$ cat src/rtl/rlen_partition.sv
// rlen_partition: splits one DMA read command (start address + byte length) into AXI4 INCR
// read-address bursts that never cross a 4 KB boundary and never exceed MAX_BURST beats.
//
// Ports:
//   clk, reset_n      clock, asynchronous active-low reset
//   cfg_dmar_valid    command valid
//   cfg_dmar_ready    command ready (registered, high in every idle cycle)
//   cfg_dmar_sa       command start byte address
//   cfg_dmar_len      command length in bytes
//   arid/araddr/arlen/arsize/arburst/arvalid/arready
//                     AXI read-address channel (master side)
module rlen_partition #(
  parameter int unsigned AXI_DW     = 128,
  parameter int unsigned AXI_AW     = 32,
  parameter int unsigned AXI_IW     = 8,
  parameter int unsigned AXI_LW     = 8,
  parameter int unsigned AXI_SW     = 3,
  parameter int unsigned AXI_BURSTW = 2,
  parameter int unsigned MAX_BURST  = 256,
  parameter int unsigned ARID_VAL   = 0
) (
  input  logic                  clk,
  input  logic                  reset_n,
  input  logic                  cfg_dmar_valid,
  output logic                  cfg_dmar_ready,
  input  logic [31:0]           cfg_dmar_sa,
  input  logic [31:0]           cfg_dmar_len,
  output logic [AXI_IW-1:0]     arid,
  output logic [AXI_AW-1:0]     araddr,
  output logic [AXI_LW-1:0]     arlen,
  output logic [AXI_SW-1:0]     arsize,
  output logic [AXI_BURSTW-1:0] arburst,
  output logic                  arvalid,
  input  logic                  arready
);

  localparam int unsigned AxiBytes = AXI_DW / 8;
  localparam int unsigned ByteLog  = $clog2(AxiBytes);
  // Beat counts up to MAX_BURST (<= 2^AXI_LW) need one bit more than arlen.
  localparam int unsigned BeatW    = AXI_LW + 1;

  localparam logic [AXI_AW-1:0] LowMask   = AXI_AW'(AxiBytes - 1);
  localparam logic [12:0]       MaxBurst13 = 13'(MAX_BURST);

  typedef enum logic [1:0] {StIdle, StCalc, StAddr} state_e;

  state_e            state_q;
  logic              ready_q;
  logic              arvalid_q;
  logic [AXI_AW-1:0] araddr_q;
  logic [AXI_LW-1:0] arlen_q;
  logic [AXI_AW-1:0] addr_q;
  // 33 bits so that a length near 2^32 rounds up without overflowing.
  logic [32:0]       rem_q;

  logic [32:0]       rem_init;
  logic [12:0]       to4k;
  logic [12:0]       cap;
  logic [BeatW-1:0]  beats;
  logic [BeatW-1:0]  hs_beats;

  always_comb begin
    rem_init = ({1'b0, cfg_dmar_len} + 33'(AxiBytes - 1)) >> ByteLog;
    // Beats left before the next 4 KB boundary; an address wrap to 0 lands on one anyway.
    to4k     = (13'h1000 - {1'b0, addr_q[11:0]}) >> ByteLog;
    cap      = (to4k < MaxBurst13) ? to4k : MaxBurst13;
    beats    = (rem_q < 33'(cap)) ? rem_q[BeatW-1:0] : BeatW'(cap);
    // Length of the burst currently on the bus, recovered from arlen.
    hs_beats = {1'b0, arlen_q} + BeatW'(1);
  end

  always_ff @(posedge clk or negedge reset_n) begin
    if (!reset_n) begin
      state_q   <= StIdle;
      ready_q   <= 1'b0;
      arvalid_q <= 1'b0;
      araddr_q  <= '0;
      arlen_q   <= '0;
      addr_q    <= '0;
      rem_q     <= '0;
    end else begin
      case (state_q)
        StIdle: begin
          if (ready_q && cfg_dmar_valid) begin
            addr_q  <= cfg_dmar_sa[AXI_AW-1:0] & ~LowMask;
            rem_q   <= rem_init;
            ready_q <= 1'b0;
            state_q <= StCalc;
          end else begin
            ready_q <= 1'b1;
          end
        end
        StCalc: begin
          if (rem_q == '0) begin
            // Raise ready on the same edge we re-enter idle.
            ready_q <= 1'b1;
            state_q <= StIdle;
          end else begin
            araddr_q  <= addr_q;
            arlen_q   <= AXI_LW'(beats - BeatW'(1));
            arvalid_q <= 1'b1;
            state_q   <= StAddr;
          end
        end
        StAddr: begin
          if (arready) begin
            arvalid_q <= 1'b0;
            addr_q    <= addr_q + (AXI_AW'(hs_beats) << ByteLog);
            rem_q     <= rem_q - 33'(hs_beats);
            state_q   <= StCalc;
          end
        end
        default: state_q <= StIdle;
      endcase
    end
  end

  assign cfg_dmar_ready = ready_q;
  assign arvalid        = arvalid_q;
  assign araddr         = araddr_q;
  assign arlen          = arlen_q;
  assign arid           = AXI_IW'(ARID_VAL);
  assign arsize         = AXI_SW'(ByteLog);
  assign arburst        = AXI_BURSTW'(1);

endmodule

$ cat config.mk
export PLATFORM = sky130hd
export DESIGN_NAME = rlen_partition
export DESIGN_NICKNAME = d
export VERILOG_FILES = /design/src/rtl/rlen_partition.sv
export SDC_FILE = /design/constraint.sdc
export NUM_CORES = 1
export LEC_CHECK = 0
export ABC_AREA = 1
export BUFFER_PORTS_ARGS = -buffer_cell sky130_fd_sc_hd__buf_2
export CAP_MARGIN = 5
export CORE_MARGIN = 1
export CORE_UTILIZATION = 45
export DETAILED_ROUTE_END_ITERATION = 6
export HOLD_SLACK_MARGIN = 0.05
export PLACE_DENSITY_LB_ADDON = 0.25
export SYNTH_ARGS = -nofsm -noshare
export SYNTH_HDL_FRONTEND = slang
export SYNTH_SLANG_ARGS = --single-unit
$ cat constraint.sdc
create_clock -name clk -period 5.1 [get_ports clk]
set_input_delay 0.51 -clock clk [delete_from_list [all_inputs] [get_ports clk]]
set_output_delay 0.51 -clock clk [all_outputs]
set_load 0.01 [all_outputs]
After elaboration in Yosys (flattened, before gate mapping)

Index checks and enable logic that the tools add are counted.

Flip-flop bits (word level): 109
Output and inout port bits: 55
Word-level logic and storage cells: 51

Add/subtract/negate cells: 6
Order comparisons: 2
Eq/ne operators: 6
Multiplexer cells: 18
Bitwise gates (word level): 1
Reduce and logical (&&, ||, !) cells: 11

Operators by type and width:

| cell                                                | count |
|---|---|
| two-way mux 33 bit                                  | 2 |
| case mux 33 bit (2 select lines)                    | 1 |
| two-way mux 32 bit                                  | 2 |
| case mux 32 bit (2 select lines)                    | 1 |
| adder 32 x 4 -> 33 bit (second input constant)      | 1 |
| logical NOT 33 bit                                  | 1 |
| less-than comparator 33 x 9 -> 1 bit                | 1 |
| subtractor 33 x 9 -> 33 bit                         | 1 |
| adder 32 x 13 -> 32 bit                             | 1 |
| subtractor 13 x 12 -> 13 bit (first input constant) | 1 |
| adder 8 x 1 -> 9 bit (second input constant)        | 1 |
| less-than comparator 9 bit (second input constant)  | 1 |
| two-way mux 9 bit                                   | 1 |
| two-way mux 8 bit                                   | 1 |
| inequality test 2 bit (second input constant)       | 4 |
| subtractor 8 x 1 -> 8 bit (second input constant)   | 1 |
| two-way mux 2 bit                                   | 3 |
| case mux 2 bit (3 select lines)                     | 1 |
| AND reduction 2 bit                                 | 3 |
| AND reduction 3 bit                                 | 2 |
| nonzero test 2 bit                                  | 3 |
| two-way mux 1 bit                                   | 4 |
| case mux 1 bit (2 select lines)                     | 2 |
| == test 2 x 1 -> 1 bit (second input constant)      | 1 |
| 4 further kinds                                     | 4 |

Depth between registers and ports, before layout

Depth after elaboration: 6
Gate-level depth with buffers: 26
Gate-level depth less buffers: 26

Worst setup path before layout

No wires, ideal clock.

Path kind: register to register
From: register addr_q[5]
To: register arlen_q[6], in the netlist arlen[6]
Library setup time: 0.118 ns
Arrival time: 2.701 ns
Setup slack: 2.282 ns
Cell stages (with the launch flop): 25
Path buffers: 0
Clock period less this slack: 2.818 ns
Path through: dfrtp_1 -> inv_1 -> ha_1 -> nand3_2 -> inv_2 -> nand3_1 -> nand2_1 -> nor2_1 -> a21oi_1 -> ha_1 -> nand2_1 -> inv_1 -> a21oi_1 -> nand3_2 -> nor2_8 -> nand2_8 -> nand2_2 -> nand2_2 -> ha_1 -> nand2_2 -> nor2_4 -> nand2_1 -> nand2_1 -> nand3_1 -> nand2_1

Word-level cells in the longest chain between the ends: 6

RTL lines:

| what                                 | line | source |
|---|---|---|
| from (decl)                          | 52   | `logic [AXI_AW-1:0] addr_q;` |
| from (signal assigned)               | 85   | `addr_q <= cfg_dmar_sa[AXI_AW-1:0] & ~LowMask;` |
| from (signal assigned)               | 108  | `addr_q <= addr_q + (AXI_AW'(hs_beats) << ByteLog);` |
| subtractor 13 x 12 -> 13 bit (*)     | 65   | `to4k = (13'h1000 - {1'b0, addr_q[11:0]}) >> ByteLog;` |
| less-than comparator 9 bit           | 66   | `cap = (to4k < MaxBurst13) ? to4k : MaxBurst13;` |
| two-way mux 9 bit (*)                | 66   |  |
| less-than comparator 33 x 9 -> 1 bit | 67   | `beats = (rem_q < 33'(cap)) ? rem_q[BeatW-1:0] : BeatW'(cap);` |
| two-way mux 8 bit (*)                | 67   |  |
| subtractor 8 x 1 -> 8 bit (*)        | 100  | `arlen_q <= AXI_LW'(beats - BeatW'(1));` |
| to (signal assigned)                 | 100  |  |
| to (decl)                            | 51   | `logic [AXI_LW-1:0] arlen_q;` |

Mark *: on every way between the ends. The rest lies on a longest branch, timed or not.
A chain may end at the register's enable or synchronous reset.

Worst setup path after layout

From: register addr_q[4]
To: register arlen_q[6], in the netlist arlen[6]

The elaborated chain is that of the path after synthesis.

==> impl_metrics.csv <==
group,metric,value,unit
pwr,p_seq_frac,0.292,
worst_setup_path,r2r_setup_slack,1.86,ns
yosys,synthAdderAreaFrac,0.0514,
worst_setup_path,cp_data_arrival_time,3.49,ns
grt,grt_pass1_vias,7202,
yosys,yosysWarnings,0,
yosys,netlist.area_leader.share,0.313,
clock_network,postCtsSetupRepairBufs,0,
clock_network,cts_tree,"done",
layout,fin_cells,1514,
timing,max_freq,0.309,GHz
clock_network,numCtsBuffers,9,
die,core,0.0174,mm2
yosys,async_reset_ff_frac,1.00,
pwr,p_int,0.00261,W
pwr,p_sw,0.00285,W
worst_setup_path,cpMostUsedCell,"nand2_1",
die,io_pins,123,
timing,finalClockSkew,0.0178,ns
die,initial_core_util,0.464,
yosys,synth_area_leaders,"dfrtp_1, nand2_1, inv_1",
die,die_w,136,um
pwr,p_leak,4.40,nW
layout,syn_to_final_growth,11.4,%
drt,drtIter0Drc,518,
drt,routedWlPerCell,14.4,um
yosys,synth-edff-count,0,
timing,slew_headroom,0.391,
timing,final.setup.tns,0,ns
job,drv_cap,0,
drt,routed_wirelength,21.9,mm
place,gp_congestion,0.876,
place,post-dp-hpwl,16.7,mm
worst_setup_path,path_class,"flop to flop",
timing,rsz0062_at_grt,"false",
grt,grt_max_degree,71,
layout,final_area,0.00900,mm2
timing,finalCritPeriodShare,0.635,
grt,grt_use_total,0.245,
worst_setup_path,critical_path.max_stage_delay,0.43,ns
yosys,yosys.area_share.simple,0.358,
yosys,avgSynthCellArea,6.74,um2
grt,grt_pass1_wl,35.6,mm
yosys,synth_xor_area_frac,0.0314,
drt,via_per_inst,5.26,
worst_setup_path,cp_data_required_time,5.35,ns
worst_setup_path,critPathTopFamily,"simple AND/OR/NAND/NOR gates",
drt,firstDrtPassIters,5,
clock_network,postCtsHoldBufs,0,
clock_network,clk_latency,0.37,ns
yosys,syn_inst,1199,
worst_setup_path,start_kind,"flop",
yosys,yosysSeqAreaShare,0.313,
die,die_y,136,um
timing,setup_viol,0,
die,fp-row-count,48,
timing,tightest_slew,0.912,ns
pwr,power_density,607,mW/mm2
yosys,synth-compound-area-share,0.140,
place,dp.cells,1498,
worst_setup_path,cp_max_fo,9,
layout,drive_above_1_share,0.144,
hold_path,hold_class,"input port to asynchronous set/reset pin",
drt,ant_nets,0,
grt,antenna_found_initial,0,
die,die_area,0.0185,mm2
timing,fin_crit,3.24,ns
layout,antenna_cells,0,
pwr,swShare,0.521,
yosys,ys_types,44,
clock_network,cts_max_level,3,
clock_network,cts.path.max_buffers,2,
yosys,synth_ff_type,"dfrtp_1",
pwr,ir_worst_vdd,0.345,mV
drt,vias,7969,
clock_network,clockRootBuffer,"clkbuf_16",
pwr,combPwrFrac,0.579,
yosys,synth_top_family_by_area,"simple AND/OR/NAND/NOR gates",
worst_setup_path,crit_buf_inv,4,
yosys,netlist_area,0.00808,mm2
yosys,ys_seq_elements,101,
status,status,"complete, no violations",
worst_setup_path,cp_slowest_cell,"dfrtp_1",
clock_network,cts_resized,0,
place,dpl_cell_area,0.00870,mm2
timing,finalMaxSlewViolations,0,
timing,final-hold-violation-count,0,
drt,remaining_drc_errors,0,
yosys,synth_mux_area_frac,0,
pwr,clkPwrFrac,0.129,
layout,fin_nets,1384,
yosys,synth_top_area_cell,"dfrtp_1",
clock_network,cts_num_sinks,101,
pwr,power,0.00546,W
clock_network,clk_pin_slew_worst_paths,0.09,ns
place,port_buffers,101,
grt,overflow,0,
worst_setup_path,end_kind,"flop",
layout,final_util,0.517,
-- synth_stat cells, types with 6 or more instances --
library cell / n
nand4_1: 24
buf_2: 7
o21ai_1: 11
nand2_2: 14
buf_4: 19
o21ai_0: 106
inv_2: 6
nor4_1: 14
nor3_1: 32
ha_1: 30
nor2_2: 7
dfrtp_1: 101
o211ai_1: 15
xor2_1: 22
nand2_4: 6
nand3_1: 97
nand2_1: 273
clkbuf_1: 17
nor2_1: 128
a31oi_1: 6
xnor2_1: 7
or2_2: 11
nor2_4: 8
a21oi_1: 52
inv_1: 143
a22oi_1: 6
-- cell usage in the layout (no fill, tap or decap), drive strengths merged, types with 2 or more instances in the layout --
cell type  Yosys  final
clkbuf        17      9
conb           2     17
o211ai        15     15
xor2          22     22
nor2         144    144
buf           32    108
nand4         24     24
o21bai         4      4
nor4          14     14
or2           12     12
nand3b         4      4
and2           4      4
ha            30     30
dfrtp        101    101
a31oi          6      6
nand3        100    100
xnor2          7      7
nor3          33     33
o21ai        117    117
o22ai          3      3
a22oi          6      6
inv          149    154
a21oi         53     53
fa             2      2
nand2        294    294
-- flip-flops by register name, summed over array words and instances, names as in the netlist --
register / cells
araddr: 28
cfg_dmar_ready: 1
state_q: 2
arlen: 8
rem_q: 33
addr_q: 28
arvalid: 1
-- power groups by stage --
| stage | sequential [W] | combinational (W) | clock (W) |
|---|---|---|---|
| after floorplan | 0.00155 | 0.00234 | 0 |
| after global placement | 0.00159 | 0.00309 | 0 |
| after detailed placement | 0.00160 | 0.00315 | 0 |
| after CTS | 0.00159 | 0.00316 | 0.000713 |
| after global routing | 0.00165 | 0.00364 | 0.000746 |
| final | 0.00159 | 0.00316 | 0.000703 |
-- area by class of cell --
type	count	area [um2]
fill	1765	8410
clock buffer	9	225
timing repair buffer	108	561
tap	225	282
sequential	101	2530
inverter	149	559
clock inverter	7	72.6
multi-input combinational	915	4780
-- worst reg2reg max path, stage by stage (launching register included) --
cell and delay, ns:
dfrtp_1 0.43, inv_1 0.12, ha_1 0.23, nand3_2 0.10, inv_2 0.05, nand3_2 0.14, inv_1 0.06, a21oi_1 0.11
nand2_1 0.13, ha_1 0.29, nand2_1 0.08, inv_1 0.04, nand2_1 0.05, nand2_1 0.05, nand2_1 0.07, nand3_2 0.11
nor2_8 0.19, nand2_8 0.11, nand2_2 0.08, nand2_2 0.06, ha_1 0.21, nand2_2 0.11, nor2_4 0.05, nand2_1 0.05
nand2_1 0.05, nand3_1 0.08, nand2_1 0.06
-- through the flow --
| stage | hold slack (ns) | worst slack [ns] |
|---|---|---|
| 4_1_cts | 0.243 | 1.87 |
| 2_1_floorplan | 0.214 | 2.28 |
| 3_3_place_gp | 0.460 | 1.96 |
| 3_5_place_dp | 0.469 | 1.89 |
| 5_1_grt | 0.262 | 1.57 |
| 6_report | 0.195 | 1.86 |
-- worst paths after layout --
path | start | end | cells past startpoint
worst max register to register | addr_q[4]$_DFFE_PN0P_ | arlen[6]$_DFFE_PN0P_ | 26
min in group clk | arready | state_q[1]$_DFFE_PN0P_ | 2
worst min-delay path | reset_n | araddr[26]$_DFFE_PN0P_ | 1
worst max-delay path | addr_q[4]$_DFFE_PN0P_ | arlen[6]$_DFFE_PN0P_ | 26
max in group asynchronous | reset_n | addr_q[5]$_DFFE_PN0P_ | 2
worst min register to register | araddr[5]$_DFFE_PN0P_ | araddr[5]$_DFFE_PN0P_ | 2
-- per-layer routing --
layer,global-route usage,up-vias,share of wire
met5,0,-,0
met4,0.0883,0,0.025
met3,0.0227,34,0.045
met2,0.401,230,0.46
met1,0.335,3616,0.47
li1,-,4089,-
-- kinds of logic (layout without fill, tap and decap cells) --
kind of cell             after synthesis  count (layout)
adder cells (fa/ha/maj)               32              32
AO/OA/AOI/OAI                        208             208
buffers and inverters                198             273
XOR/XNOR                              29              29
flip-flops                           101             101
other                                  2              17
AND/OR/NAND/NOR                      629             629
Power figures use the tool's default switching activity.
